$ cat src/rtl/dialarm_ctrl_pkg.sv
// Shared constants for the UART-driven clock/alarm controller: state codes,
// command characters, ring timeout and small character helpers.
package dialarm_ctrl_pkg;

  localparam logic [3:0] ST_IDLE  = 4'd0;
  localparam logic [3:0] ST_LD_MT = 4'd1;
  localparam logic [3:0] ST_LD_MO = 4'd2;
  localparam logic [3:0] ST_LD_ST = 4'd3;
  localparam logic [3:0] ST_LD_SO = 4'd4;
  localparam logic [3:0] ST_AL_MT = 4'd5;
  localparam logic [3:0] ST_AL_MO = 4'd6;
  localparam logic [3:0] ST_AL_ST = 4'd7;
  localparam logic [3:0] ST_AL_SO = 4'd8;

  localparam logic [7:0] CHR_L   = 8'h4C;
  localparam logic [7:0] CHR_A   = 8'h41;
  localparam logic [7:0] CHR_R   = 8'h52;
  localparam logic [7:0] CHR_S   = 8'h53;
  localparam logic [7:0] CHR_E   = 8'h45;
  localparam logic [7:0] CHR_N   = 8'h4E;
  localparam logic [7:0] CHR_ESC = 8'h1B;
  localparam logic [7:0] CHR_0   = 8'h30;
  localparam logic [7:0] CHR_5   = 8'h35;
  localparam logic [7:0] CHR_9   = 8'h39;

  localparam int RING_TIMEOUT = 30;
  localparam int RING_CNT_W   = 5;

  typedef struct packed {
    logic [3:0] mt;
    logic [3:0] mo;
    logic [3:0] st;
    logic [3:0] so;
  } bcd_time_t;

  function automatic logic [7:0] to_upper(input logic [7:0] c);
    return (c >= 8'h61 && c <= 8'h7A) ? (c - 8'h20) : c;
  endfunction

  // Tens positions of mm:ss only go up to 5.
  function automatic logic digit_ok(input logic [7:0] c, input logic tens);
    return (c >= CHR_0) && (c <= (tens ? CHR_5 : CHR_9));
  endfunction

endpackage

$ cat src/rtl/alarm_ring_ctrl.sv
// Alarm match detection and ring control: rings on the rising edge of a
// clock/alarm match, stops on silence or after the ring timeout.
module alarm_ring_ctrl
  import dialarm_ctrl_pkg::*;
(
  input  logic      clk,
  input  logic      rst,
  input  logic      sec_strb,
  input  bcd_time_t clk_time,
  input  bcd_time_t al_time,
  input  logic      alarm_en,
  input  logic      run,
  input  logic      silence,
  output logic      alarm_ring
);

  logic                  match;
  logic                  match_q;
  logic                  trigger;
  logic                  timeout;
  logic [RING_CNT_W-1:0] ring_cnt;

  assign match   = (clk_time == al_time);
  assign trigger = match && !match_q && alarm_en && run;
  assign timeout = alarm_ring && sec_strb &&
                   (ring_cnt == RING_CNT_W'(RING_TIMEOUT - 1));

  // Clearing sources take priority over a trigger in the same cycle.
  always_ff @(posedge clk) begin
    if (rst) begin
      match_q    <= 1'b0;
      alarm_ring <= 1'b0;
      ring_cnt   <= '0;
    end else begin
      match_q <= match;
      if (silence || timeout) begin
        alarm_ring <= 1'b0;
        ring_cnt   <= '0;
      end else if (trigger && !alarm_ring) begin
        alarm_ring <= 1'b1;
        ring_cnt   <= '0;
      end else if (alarm_ring && sec_strb) begin
        ring_cnt <= ring_cnt + 1'b1;
      end
    end
  end

endmodule

$ cat src/rtl/dialarm_ctrl.sv
// UART command parser for a mm:ss clock with alarm: loads clock digits,
// stores alarm digits, and controls run/alarm-enable; ringing lives in alarm_ring_ctrl.
module dialarm_ctrl
  import dialarm_ctrl_pkg::*;
(
  input  logic       clk,
  input  logic       rst,
  input  logic       rx_data_rdy,
  input  logic [7:0] rx_data,
  input  logic       i_oneSecStrb,
  input  logic [3:0] di_Mtens,
  input  logic [3:0] di_Mones,
  input  logic [3:0] di_Stens,
  input  logic [3:0] di_Sones,
  output logic       dicRun,
  output logic       dicLdMtens,
  output logic       dicLdMones,
  output logic       dicLdStens,
  output logic       dicLdSones,
  output logic [3:0] ld_num,
  output logic [3:0] di_AMtens,
  output logic [3:0] di_AMones,
  output logic [3:0] di_AStens,
  output logic [3:0] di_ASones,
  output logic       alarm_en,
  output logic       alarm_ring,
  output logic       ld_busy
);

  logic [3:0] state;
  logic [3:0] state_nxt;
  logic [7:0] cmd;
  logic       in_idle;
  logic       is_ld;
  logic       tens_pos;
  logic       cmd_acc;
  logic       esc_acc;
  logic       digit_acc;
  logic       run_saved;
  logic       silence;
  bcd_time_t  al_time;
  bcd_time_t  clk_time;

  // rx_data is only looked at on the single cycle rx_data_rdy is high;
  // there is no back-pressure, every strobed character is consumed.
  assign cmd       = to_upper(rx_data);
  assign in_idle   = (state == ST_IDLE);
  assign is_ld     = state inside {[ST_LD_MT:ST_LD_SO]};
  assign tens_pos  = state inside {ST_LD_MT, ST_LD_ST, ST_AL_MT, ST_AL_ST};
  assign cmd_acc   = rx_data_rdy && in_idle;
  assign esc_acc   = rx_data_rdy && !in_idle && (rx_data == CHR_ESC);
  assign digit_acc = rx_data_rdy && !in_idle && (rx_data != CHR_ESC) &&
                     digit_ok(rx_data, tens_pos);
  assign silence   = cmd_acc && ((cmd == CHR_N) || ((cmd == CHR_E) && alarm_en));

  always_comb begin
    state_nxt = state;
    if (cmd_acc) begin
      if (cmd == CHR_L)      state_nxt = ST_LD_MT;
      else if (cmd == CHR_A) state_nxt = ST_AL_MT;
    end else if (esc_acc) begin
      state_nxt = ST_IDLE;
    end else if (digit_acc) begin
      state_nxt = (state == ST_LD_SO || state == ST_AL_SO) ? ST_IDLE
                                                          : state + 4'd1;
    end
  end

  always_ff @(posedge clk) begin
    if (rst) begin
      state      <= ST_IDLE;
      ld_busy    <= 1'b0;
      dicRun     <= 1'b0;
      run_saved  <= 1'b0;
      dicLdMtens <= 1'b0;
      dicLdMones <= 1'b0;
      dicLdStens <= 1'b0;
      dicLdSones <= 1'b0;
      ld_num     <= 4'd0;
      al_time    <= '0;
      alarm_en   <= 1'b0;
    end else begin
      state      <= state_nxt;
      ld_busy    <= (state_nxt != ST_IDLE);
      dicLdMtens <= 1'b0;
      dicLdMones <= 1'b0;
      dicLdStens <= 1'b0;
      dicLdSones <= 1'b0;
      if (cmd_acc) begin
        case (cmd)
          CHR_L: begin
            run_saved <= dicRun;
            dicRun    <= 1'b0;
          end
          CHR_R:   dicRun   <= 1'b1;
          CHR_S:   dicRun   <= 1'b0;
          CHR_E:   alarm_en <= ~alarm_en;
          default: ;
        endcase
      end else if (esc_acc) begin
        // Aborted clock load resumes whatever run state preceded 'L'.
        if (is_ld) dicRun <= run_saved;
      end else if (digit_acc) begin
        case (state)
          ST_LD_MT: begin dicLdMtens <= 1'b1; ld_num <= rx_data[3:0]; end
          ST_LD_MO: begin dicLdMones <= 1'b1; ld_num <= rx_data[3:0]; end
          ST_LD_ST: begin dicLdStens <= 1'b1; ld_num <= rx_data[3:0]; end
          ST_LD_SO: begin
            dicLdSones <= 1'b1;
            ld_num     <= rx_data[3:0];
            dicRun     <= 1'b1;
          end
          ST_AL_MT: al_time.mt <= rx_data[3:0];
          ST_AL_MO: al_time.mo <= rx_data[3:0];
          ST_AL_ST: al_time.st <= rx_data[3:0];
          ST_AL_SO: al_time.so <= rx_data[3:0];
          default:  ;
        endcase
      end
    end
  end

  assign di_AMtens = al_time.mt;
  assign di_AMones = al_time.mo;
  assign di_AStens = al_time.st;
  assign di_ASones = al_time.so;
  assign clk_time  = '{mt: di_Mtens, mo: di_Mones, st: di_Stens, so: di_Sones};

  alarm_ring_ctrl u_ring (
    .clk        (clk),
    .rst        (rst),
    .sec_strb   (i_oneSecStrb),
    .clk_time   (clk_time),
    .al_time    (al_time),
    .alarm_en   (alarm_en),
    .run        (dicRun),
    .silence    (silence),
    .alarm_ring (alarm_ring)
  );

endmodule

$ cat config.mk
export PLATFORM = sky130hd
export DESIGN_NAME = dialarm_ctrl
export DESIGN_NICKNAME = d
export VERILOG_FILES = /design/src/rtl/dialarm_ctrl_pkg.sv /design/src/rtl/alarm_ring_ctrl.sv /design/src/rtl/dialarm_ctrl.sv
export SDC_FILE = /design/constraint.sdc
export NUM_CORES = 1
export LEC_CHECK = 0
export ABC_AREA = 1
export CAP_MARGIN = 10
export CORE_ASPECT_RATIO = 0.9
export CORE_MARGIN = 4
export CORE_UTILIZATION = 50
export DETAILED_ROUTE_END_ITERATION = 12
export PLACE_DENSITY = 0.8
export SYNTH_ARGS = -nofsm -noshare
export SYNTH_HDL_FRONTEND = slang
export SYNTH_SLANG_ARGS = --single-unit
$ cat constraint.sdc
create_clock -name clk -period 2.6 [get_ports clk]
set_input_delay 0.39 -clock clk [delete_from_list [all_inputs] [get_ports clk]]
set_output_delay 0.39 -clock clk [all_outputs]
set_load 0.02 [all_outputs]
==> reports/metrics.cfg <==
[global_routing]
grt_pass1_vias = 2178
grt_start_max_net_pins = 16
grt_pass1_wl_um = 9830
grt_use_total = 0.213
antenna_found_initial = 0
gr-total-overflow = 0

[timing]
hold_viol_final = 0
post-route-min-period_ns = 2.32
rsz0062_at_grt = no
fin_tns_setup_ns = 0
fin_skew_ns = 0.00736
worst_pin_slew_ns = 0.427
timing.final.crit_share = 0.894
max_freq_mhz = 430
fin_hold_ws_ns = 0.468
slew_headroom = 0.715
finalSetupViolations = 0
finalMaxSlewViolations = 0

[floorplanning]
ioPinCount = 56
start_util = 0.521
coreArea_um2 = 4490
die_x_um = 80.1
fp-row-count = 23
die_y_um = 72.9
dieArea_um2 = 5840

[worst_setup_path]
crit_required_ns = 2.80
worst-setup-path-type = reg -> reg
cp_max_fo = 8
rr_startpoint = state[1]
cp-start-kind = flop
r2r_setup_slack_ns = 0.28
cp.arrival_ns = 2.53
r2r-end = dicRun
crit_path_end_kind = flop
ff2ff_path_depth = 17

[hold_path]
whs_path_depth = 2
hold_start = ld_num[3]
min_to = ld_num[3]
min_path_type = reg -> reg

[place]
gp_congestion = 0.934
dp_hpwl_um = 4660
io_buffer_count = 55
dp.cells = 443

[synth]
yosys.area_share.simple = 0.329
ys_ff_latch = 39
async_reset_ff_frac = 0
synthFlopType = dfxtp_1
synth_xor_area_frac = 0.0711
synth.area.mux_share = 0
yosys_warnings = 0
synth_fp_nets = 363
synth_edf_count = 0
syn_inst = 325
post_synth.cell_area_avg_um2 = 7.20
synthesis.area_um2 = 2340
synth_top_family_by_area = simple AND/OR/NAND/NOR gates
yosysSeqAreaShare = 0.334
synth_fa_ha_area_frac = 0.0535
ys_types = 34
synth_compound_area_frac = 0.119

[run_status]
status = finished, final reports clean

[drt]
avgRoutedWirePerCell_um = 12.8
wirelength_um = 5790
via_per_inst = 5.12
dr.first_iter.drc_count = 117
route.vias.total = 2310
antenna_left = 0
drc = 0
dr.pass1.iters = 4

[finish]
final_cell_mix = 55 x clkdlybuf4s50_1, 47 x nand2_1, 42 x nor2_1, 38 x inv_1, 38 x dfxtp_1
stdcell_count = 451
final_common_cell = clkdlybuf4s50_1
fillCellCount = 408
area_growth_pct = 31.8
antenna_cells = 0
nNetsFinal = 426
post-route-util = 0.687
drive_above_1_share = 0.123

[power]
power_density_nw_per_um2 = 376
internal_power_uw = 856
power_frac_seq = 0.518
total_power_mw = 1.16
power_frac_clock = 0.352
peakVddDrop_mv = 0.224
pwr-share-comb = 0.130
power.switching_uw = 302
switching_share = 0.260
p_leak_nw = 1.21

[cts]
post_cts_buffers = 0
htree_num_levels = 2
cts_max_path_buffers = 2
cts_tree = yes
postCtsHoldBufs = 0
numCtsBuffers = 5
clkTransAtPathRegs_ns = 0.08
root_buffer = clkbuf_8
clock-sinks = 39
worstSkewPairLatency_ns = 0.30

[flow_run]
drv_cap = 0

==> kinds of logic (layout without fill, tap and decap cells) <==
logic type / Yosys count / count (layout)
DFF: 39 / 39
xor gates and xnor gates: 19 / 19
buffers and inverters: 53 / 117
and+or+nand+nor: 152 / 152
AOI/OAI and AO/OA: 52 / 52
adders and majority gates: 10 / 10
==> worst max-delay path, cell delays in order, from the launching register on <==
cell and delay [ns]:
dfxtp_2 0.37, inv_1 0.08, ha_2 0.21, o21ai_2 0.17
inv_1 0.06, ha_1 0.28, nand2_1 0.05, nor2_1 0.09
nor2_1 0.05, nand2_2 0.09, nand3_4 0.08, buf_4 0.18
o21ai_1 0.16, nand3_1 0.09, nor2_1 0.11, nor2_1 0.05
nand2_1 0.07, inv_1 0.03
==> routing by layer <==
metal	track usage	routed length (µm)	share of wire	vias to the layer above
met4	0.0769	93	0.016	0
met2	0.349	2670	0.46	69
met5	0	0	0	-
li1	-	-	-	1196
met3	0.0519	378	0.065	9
met1	0.274	2640	0.46	1036
==> metrics by stage <==
stage	setup WS (ns)	area, µm²
global route	0.00641	3080
finish	0.275	3080
floorplan	0.331	2340
global placement	0.126	2980
CTS	0.0845	3070
detailed placement	0.0254	2980
==> power by group through the flow <==
stage / Sequential, mW / Combinational [mW] / Clock [mW]
2_1_floorplan: 0.615 / 0.0759 / 0
3_3_place_gp: 0.614 / 0.146 / 0
3_5_place_dp: 0.614 / 0.149 / 0
4_1_cts: 0.600 / 0.150 / 0.416
5_1_grt: 0.600 / 0.167 / 0.441
6_report: 0.600 / 0.151 / 0.408
==> layout make-up <==
cell class              instances  area (µm²)  share of cell area
multi-input cells             233        1350               0.437
well taps                      62        77.6              0.0252
clock buffers                   5        68.8              0.0223
repair buffers                 64         618               0.200
flip-flops and latches         39         782               0.254
inverters                      45         169              0.0548
clock inverters                 3        20.0             0.00649
==> synthesized netlist by cell type (2+ instances only) <==
cell type,n,area (µm²)
o21ai_1,9,45.0
nand4_2,2,25.0
ha_1,10,125
dfxtp_1,39,781
nand3_1,20,100
xor2_1,3,26.3
nor2_1,42,158
nor2_2,4,25.0
nand2_1,48,180
buf_6,2,22.5
nor2_4,3,33.8
o21ai_0,14,70.1
xnor2_1,16,140
nand3_4,2,35.0
nor3_1,7,35.0
inv_2,6,22.5
nand4_1,11,68.8
nand2_4,2,22.5
buf_2,2,10.0
inv_1,38,143
a21oi_1,23,115
nand2_2,4,25.0
nor4_1,3,18.8
clkbuf_1,3,11.3
a211oi_1,3,22.5
==> state kept, by name, summed over array words and instances, names as in the netlist, 4 cells and up <==
name and count:
di_ASones 4, di_AMtens 4, u_ring.ring_cnt 5, state 4, di_AMones 4, ld_num 4
di_AStens 4
==> timing repair <==
action,CTS,global route
pin swaps,0,1
resized for setup,1,5
endpoints found under the hold margin,0,0
endpoints found under the setup margin,1,19
==> worst max-delay path by stage <==
| stage | from | end | slack, ns | depth (start not counted) |
|---|---|---|---|---|
| after global placement | state[1] | ld_busy | 0.13 | 16 |
| final | state[1] | dicRun | 0.28 | 17 |
| after global routing | state[1] | ld_busy | 0.006 | 17 |
| after detailed placement | state[1] | ld_busy | 0.03 | 16 |
| after CTS | state[1] | ld_busy | 0.08 | 16 |
| after floorplan | state[1] | ld_busy | 0.33 | 16 |
Power figures use the tool's default switching activity.
